--- src/rtl/sargantana_icache_ctrl_nb.sv ---
// Non-blocking instruction-cache control FSM.
// Sequences lookup, TLB-miss wait, line-fill miss, replay and kill for the
// fetch stage. Killed misses leave their fill slot outstanding as a stale
// entry, so new lookups proceed with up to MAX_MISS fills in flight.
// Ports:
//   clk_i, rstn_i                      clock, async active-low reset
//   req_valid_i/req_idx_i/req_kill_i   fetch lookup request and kill
//   req_ready_o                        controller accepts a request
//   tlb_valid_i/tlb_miss_i/tlb_ptag_i  iTLB translation result
//   hit_i                              tag compare hit for latched index
//   resp_valid_o                       hit data valid to fetch
//   fill_req_*                         line-fill request to L2
//   fill_rsp_valid_i/fill_rsp_id_i     line-fill response from L2
//   fill_we_o/fill_idx_o               array write of returned line
//   state_o, outstanding_o             current state, busy slot count
module sargantana_icache_ctrl_nb #(
    parameter int unsigned IDX_W    = 6,
    parameter int unsigned TAG_W    = 20,
    parameter int unsigned MAX_MISS = 2,
    parameter int unsigned ID_W     = (MAX_MISS > 1) ? $clog2(MAX_MISS) : 1,
    localparam int unsigned CNT_W   = $clog2(MAX_MISS + 1)
) (
    input  logic                   clk_i,
    input  logic                   rstn_i,
    input  logic                   req_valid_i,
    input  logic [IDX_W-1:0]       req_idx_i,
    input  logic                   req_kill_i,
    output logic                   req_ready_o,
    input  logic                   tlb_valid_i,
    input  logic                   tlb_miss_i,
    input  logic [TAG_W-1:0]       tlb_ptag_i,
    input  logic                   hit_i,
    output logic                   resp_valid_o,
    output logic                   fill_req_valid_o,
    input  logic                   fill_req_ready_i,
    output logic [TAG_W+IDX_W-1:0] fill_req_addr_o,
    output logic [ID_W-1:0]        fill_req_id_o,
    input  logic                   fill_rsp_valid_i,
    input  logic [ID_W-1:0]        fill_rsp_id_i,
    output logic                   fill_we_o,
    output logic [IDX_W-1:0]       fill_idx_o,
    output logic [2:0]             state_o,
    output logic [CNT_W-1:0]       outstanding_o
);

    typedef enum logic [2:0] {
        NO_REQ     = 3'd0,
        READ       = 3'd1,
        MISS       = 3'd2,
        TLB_MISS   = 3'd3,
        REPLAY     = 3'd4,
        KILL       = 3'd5,
        REPLAY_TLB = 3'd6,
        KILL_TLB   = 3'd7
    } ictrl_state_t;

    ictrl_state_t                     state_q, state_d;
    logic [IDX_W-1:0]                 idx_q, idx_d;
    logic [TAG_W-1:0]                 ptag_q, ptag_d;
    logic                             issued_q, issued_d;
    logic [ID_W-1:0]                  cur_id_q, cur_id_d;
    logic [MAX_MISS-1:0]              busy_q, busy_d;
    logic [MAX_MISS-1:0]              live_q, live_d;
    logic [MAX_MISS-1:0][IDX_W-1:0]   slot_idx_q, slot_idx_d;
    logic [CNT_W-1:0]                 count_q, count_d;

    logic                             free_found;
    logic [ID_W-1:0]                  free_id;
    logic                             rsp_busy;
    logic                             rsp_live;
    logic                             alloc;

    // State and slot table registers
    always_ff @(posedge clk_i or negedge rstn_i) begin
        if (!rstn_i) begin
            state_q    <= NO_REQ;
            idx_q      <= '0;
            ptag_q     <= '0;
            issued_q   <= 1'b0;
            cur_id_q   <= '0;
            busy_q     <= '0;
            live_q     <= '0;
            slot_idx_q <= '0;
            count_q    <= '0;
        end else begin
            state_q    <= state_d;
            idx_q      <= idx_d;
            ptag_q     <= ptag_d;
            issued_q   <= issued_d;
            cur_id_q   <= cur_id_d;
            busy_q     <= busy_d;
            live_q     <= live_d;
            slot_idx_q <= slot_idx_d;
            count_q    <= count_d;
        end
    end

    // Next state, slot bookkeeping and handshake outputs
    always_comb begin
        state_d          = state_q;
        idx_d            = idx_q;
        ptag_d           = ptag_q;
        issued_d         = issued_q;
        cur_id_d         = cur_id_q;
        busy_d           = busy_q;
        live_d           = live_q;
        slot_idx_d       = slot_idx_q;
        req_ready_o      = 1'b0;
        resp_valid_o     = 1'b0;
        fill_req_valid_o = 1'b0;
        fill_idx_o       = '0;
        free_found       = 1'b0;
        free_id          = '0;
        rsp_busy         = 1'b0;
        rsp_live         = 1'b0;
        alloc            = 1'b0;

        // Lowest free slot; uses registered busy so a slot freed this cycle waits
        for (int i = MAX_MISS - 1; i >= 0; i--) begin
            if (!busy_q[i]) begin
                free_found = 1'b1;
                free_id    = ID_W'(i);
            end
        end

        // Fill response on a busy slot is written in any state and frees the slot
        for (int i = 0; i < MAX_MISS; i++) begin
            if (fill_rsp_valid_i && fill_rsp_id_i == ID_W'(i) && busy_q[i]) begin
                rsp_busy   = 1'b1;
                rsp_live   = live_q[i];
                fill_idx_o = slot_idx_q[i];
                busy_d[i]  = 1'b0;
                live_d[i]  = 1'b0;
            end
        end
        fill_we_o = rsp_busy;

        case (state_q)
            NO_REQ: begin
                req_ready_o = 1'b1;
                if (req_valid_i) begin
                    idx_d   = req_idx_i;
                    state_d = READ;
                end
            end
            READ: begin
                if (req_kill_i) begin
                    state_d = KILL;
                end else if (tlb_valid_i) begin
                    if (tlb_miss_i) begin
                        state_d = TLB_MISS;
                    end else if (hit_i) begin
                        resp_valid_o = 1'b1;
                        state_d      = NO_REQ;
                    end else begin
                        ptag_d   = tlb_ptag_i;
                        issued_d = 1'b0;
                        state_d  = MISS;
                    end
                end
            end
            MISS: begin
                if (req_kill_i) begin
                    // An issued fill stays outstanding but no longer replays
                    if (issued_q) begin
                        for (int i = 0; i < MAX_MISS; i++) begin
                            if (cur_id_q == ID_W'(i)) begin
                                live_d[i] = 1'b0;
                            end
                        end
                    end
                    state_d = KILL;
                end else begin
                    if (!issued_q && free_found) begin
                        fill_req_valid_o = 1'b1;
                        if (fill_req_ready_i) begin
                            alloc    = 1'b1;
                            issued_d = 1'b1;
                            cur_id_d = free_id;
                            for (int i = 0; i < MAX_MISS; i++) begin
                                if (free_id == ID_W'(i)) begin
                                    busy_d[i]     = 1'b1;
                                    live_d[i]     = 1'b1;
                                    slot_idx_d[i] = idx_q;
                                end
                            end
                        end
                    end
                    if (rsp_busy && rsp_live) begin
                        state_d = REPLAY;
                    end
                end
            end
            TLB_MISS: begin
                if (req_kill_i) begin
                    state_d = KILL_TLB;
                end else if (tlb_valid_i && !tlb_miss_i) begin
                    state_d = REPLAY_TLB;
                end
            end
            REPLAY, REPLAY_TLB: begin
                state_d = req_kill_i ? KILL : READ;
            end
            KILL, KILL_TLB: begin
                state_d = NO_REQ;
            end
            default: begin
                state_d = NO_REQ;
            end
        endcase

        count_d = count_q + CNT_W'(alloc) - CNT_W'(rsp_busy);
    end

    assign fill_req_addr_o = {ptag_q, idx_q};
    assign fill_req_id_o   = free_id;
    assign state_o         = state_q;
    assign outstanding_o   = count_q;

    // Responses must target a slot that has an outstanding fill
    rsp_on_busy_slot: assert property (@(posedge clk_i) disable iff (!rstn_i)
        fill_rsp_valid_i |-> rsp_busy);

endmodule

--- config.mk ---
export PLATFORM = sky130hd
export DESIGN_NAME = sargantana_icache_ctrl_nb
export DESIGN_NICKNAME = d
export VERILOG_FILES = /design/src/rtl/sargantana_icache_ctrl_nb.sv
export SDC_FILE = /design/constraint.sdc
export NUM_CORES = 1
export LEC_CHECK = 0
export CAP_MARGIN = 40
export CORE_MARGIN = 5
export CORE_UTILIZATION = 30
export DETAILED_ROUTE_END_ITERATION = 6
export GPL_TIMING_DRIVEN = 1
export PLACE_DENSITY_LB_ADDON = 0.2
export SLEW_MARGIN = 5
export SYNTH_ARGS = -nofsm -noshare
export SYNTH_HDL_FRONTEND = slang
export SYNTH_SLANG_ARGS = --single-unit
--- constraint.sdc ---
create_clock -name clk_i -period 4.9 [get_ports clk_i]
set_input_delay 0.49 -clock clk_i [delete_from_list [all_inputs] [get_ports clk_i]]
set_output_delay 0.49 -clock clk_i [all_outputs]
set_load 0.02 [all_outputs]
==> impl_metrics.json <==
{
  "cts_buffer_depth": 2,
  "final_max_slew_viol_count": 0,
  "portBuffers": 77,
  "diodes": 0,
  "post_drt_via_cell_ratio": 4.53,
  "p_int_uw": 1090,
  "die_x_microns": 97.0,
  "final.setup.tns_ns": 0,
  "crit_type": "in2out",
  "post-route-period-util_pct": 58.2,
  "design_area_sq_um": 3200,
  "dpl.hpwl_microns": 3730,
  "grt_use_total_pct": 11.0,
  "firstDrtPassIters": 4,
  "antenna_found_initial": 0,
  "drtIter0Drc": 49,
  "dieArea_sq_um": 9410,
  "avgSynthCellArea_sq_um": 13.2,
  "ant_nets": 0,
  "outcome": "finished clean",
  "place_area_sq_um": 3100,
  "relSlewSlack_pct": 58.7,
  "synth_area_sq_um": 2270,
  "met3_usage_pct": 2.73,
  "initial_core_util_pct": 31.0,
  "clkSinkCount": 49,
  "utilization_pct": 43.7,
  "synth-seq-cells": 49,
  "clkTransAtPathRegs_ns": 0.09,
  "pin_count": 78,
  "crit_arrival_ns": 2.36,
  "final_cell_mix": "76 x clkdlybuf4s50_1, 49 x dfrtp_1, 19 x mux2_1, 13 x mux2_2, 10 x nor2b_1",
  "ys_seq_area_share_pct": 54.0,
  "rsz0062_at_grt": "false",
  "dpl.cell_count": 340,
  "power.switching_uw": 585,
  "async_reset_ff_share_pct": 100,
  "final-hold-violation-count": 0,
  "layout_commonest_cell": "clkdlybuf4s50_1",
  "fin_crit_ns": 2.85,
  "p_comb_share_pct": 43.3,
  "grt_pass1_vias": 1668,
  "use_met2_pct": 17.7,
  "grt_pass1_wl_microns": 8380,
  "ys_types": 40,
  "routabilityCongestion": 0.729,
  "syn_to_final_growth_pct": 41.0,
  "rrSetupSlack_ns": 2.74,
  "skew_ns": 0.00258,
  "rows": 31,
  "cts_buffers": 5,
  "cts_root_buf": "clkbuf_8",
  "p_leak_uw": 0.00139,
  "ir_drop_v": 0.000197,
  "cts_tree": "yes",
  "postSynthCellCount": 172,
  "grt_overflow": 0,
  "h-tree-depth": 2,
  "cts_setup_buffers": 0,
  "startpoint": "req_kill_i",
  "worst_slew_pin_slew_ns": 0.620,
  "drc_errors": 0,
  "powerDensity_nw_per_um2": 523,
  "r2r-end": "outstanding_o[1]",
  "required_ns": 4.41,
  "instances_no_fill": 348,
  "syn_nets": 210,
  "dominantRegCellSynth": "dfrtp_1",
  "end_kind": "output port",
  "drv_cap": 0,
  "num_vias": 1575,
  "wl_microns": 5070,
  "setup_viol": 0,
  "grt_max_degree": 50,
  "ff2ff_path_depth": 7,
  "hold_path.class": "in2async",
  "fmax_mhz": 350,
  "post_drt_wl_per_cell_microns": 14.6,
  "met1_usage_pct": 13.9,
  "synth_edf_count": 0,
  "critical_path_peak_fanout": 8,
  "reg2reg_from": "state_o[0]",
  "ys_warn_count": 0,
  "cp-endpoint": "fill_req_valid_o",
  "pwr-share-clk_pct": 15.5,
  "worstSkewPairLatency_ns": 0.30,
  "cp-start-kind": "input pin",
  "hold_ws_ns": 0.277,
  "die_h_microns": 97.0,
  "cts_resized": 0,
  "core_area_sq_um": 7330,
  "p_sw_share_pct": 34.9,
  "grt_busiest_layer": "met2",
  "cts_hold_buf": 0,
  "pwr-share-seq_pct": 41.2,
  "layout-drive-gt1-share_pct": 13.3,
  "nNetsFinal": 286
}
[through the flow]
stage               setup slack, ns  power (uW)
finish                         2.05        1670
CTS                            2.02        1700
global placement               2.04        1430
global route                   1.89        1790
detailed placement             2.02        1440
floorplan                      2.80        1080
[worst max-delay path, cell delays in order]
cell and delay, ns:
clkdlybuf4s50_1 0.56, nor4b_4 0.49, nand2_1 0.09, nor2_1 0.10, clkdlybuf4s50_1 0.63
[Yosys cell counts (2+ instances only)]
library cell	number	area, sq um
a22oi_1	7	52.6
nand3_1	4	20.0
xnor2_1	2	17.5
mux2_2	13	146
buf_6	4	45.0
mux2_4	6	90.1
inv_1	4	15.0
a21oi_1	2	10.0
mux2_1	19	214
buf_2	2	10.0
nor3b_1	2	15.0
nand2_1	7	26.3
nand4b_1	2	17.5
and2_1	3	18.8
o21a_1	2	15.0
nor2b_1	10	62.6
dfrtp_1	49	1230
clkbuf_1	3	11.3
ha_1	2	25.0
nand2b_1	4	25.0
nor2_1	5	18.8
nor3_1	2	10.0
[flip-flops by register name, summed over array words and instances (netlist names)]
name           cells
state_o            3
idx_q              6
ptag_q            20
issued_q           1
outstanding_o      2
live_q             2
cur_id_q           1
busy_q             2
slot_idx_q        12
[layout make-up]
cell class / instances / area (sq um)
tap: 99 / 124
clock buffer: 7 / 96.3
multi-input combinational: 109 / 956
inverter: 4 / 15.0
timing repair buffer: 79 / 781
sequential: 49 / 1230
clock inverter: 1 / 5.00
fill: 687 / 4130
[layer usage]
metal	part of all wire, %	vias up	wire, microns
li1	-	761	-
met1	44	772	2230
met2	49	34	2500
met3	5.0	8	252
met4	1.9	0	97
met5	0	-	0
[logic make-up after synthesis]
kind of cell               synth area share (%)
DFF                                        54.0
and+or+nand+nor                            13.9
AOI/OAI and AO/OA                          6.50
buffers and inverters                      3.91
muxes                                      19.8
adders and majority gates                  1.10
xor gates and xnor gates                  0.771
[power by group through the flow]
stage | clock network [uW] | registers, uW | logic, uW
final | 259 | 690 | 724
after global routing | 291 | 719 | 776
after CTS | 270 | 693 | 741
after detailed placement | 0 | 699 | 739
after global placement | 0 | 694 | 732
after floorplan | 0 | 815 | 267
[how the worst min path moves through the flow]
stage / endpoint / slack (ns) / cells after the start
floorplan: busy_q[0] / 0.19 / 0
global placement: ptag_q[10] / 0.47 / 1
detailed placement: ptag_q[7] / 0.47 / 1
CTS: ptag_q[18] / 0.31 / 2
global route: ptag_q[18] / 0.31 / 2
finish: ptag_q[18] / 0.28 / 2
No activity file was read; power rests on OpenSTA's default activity.
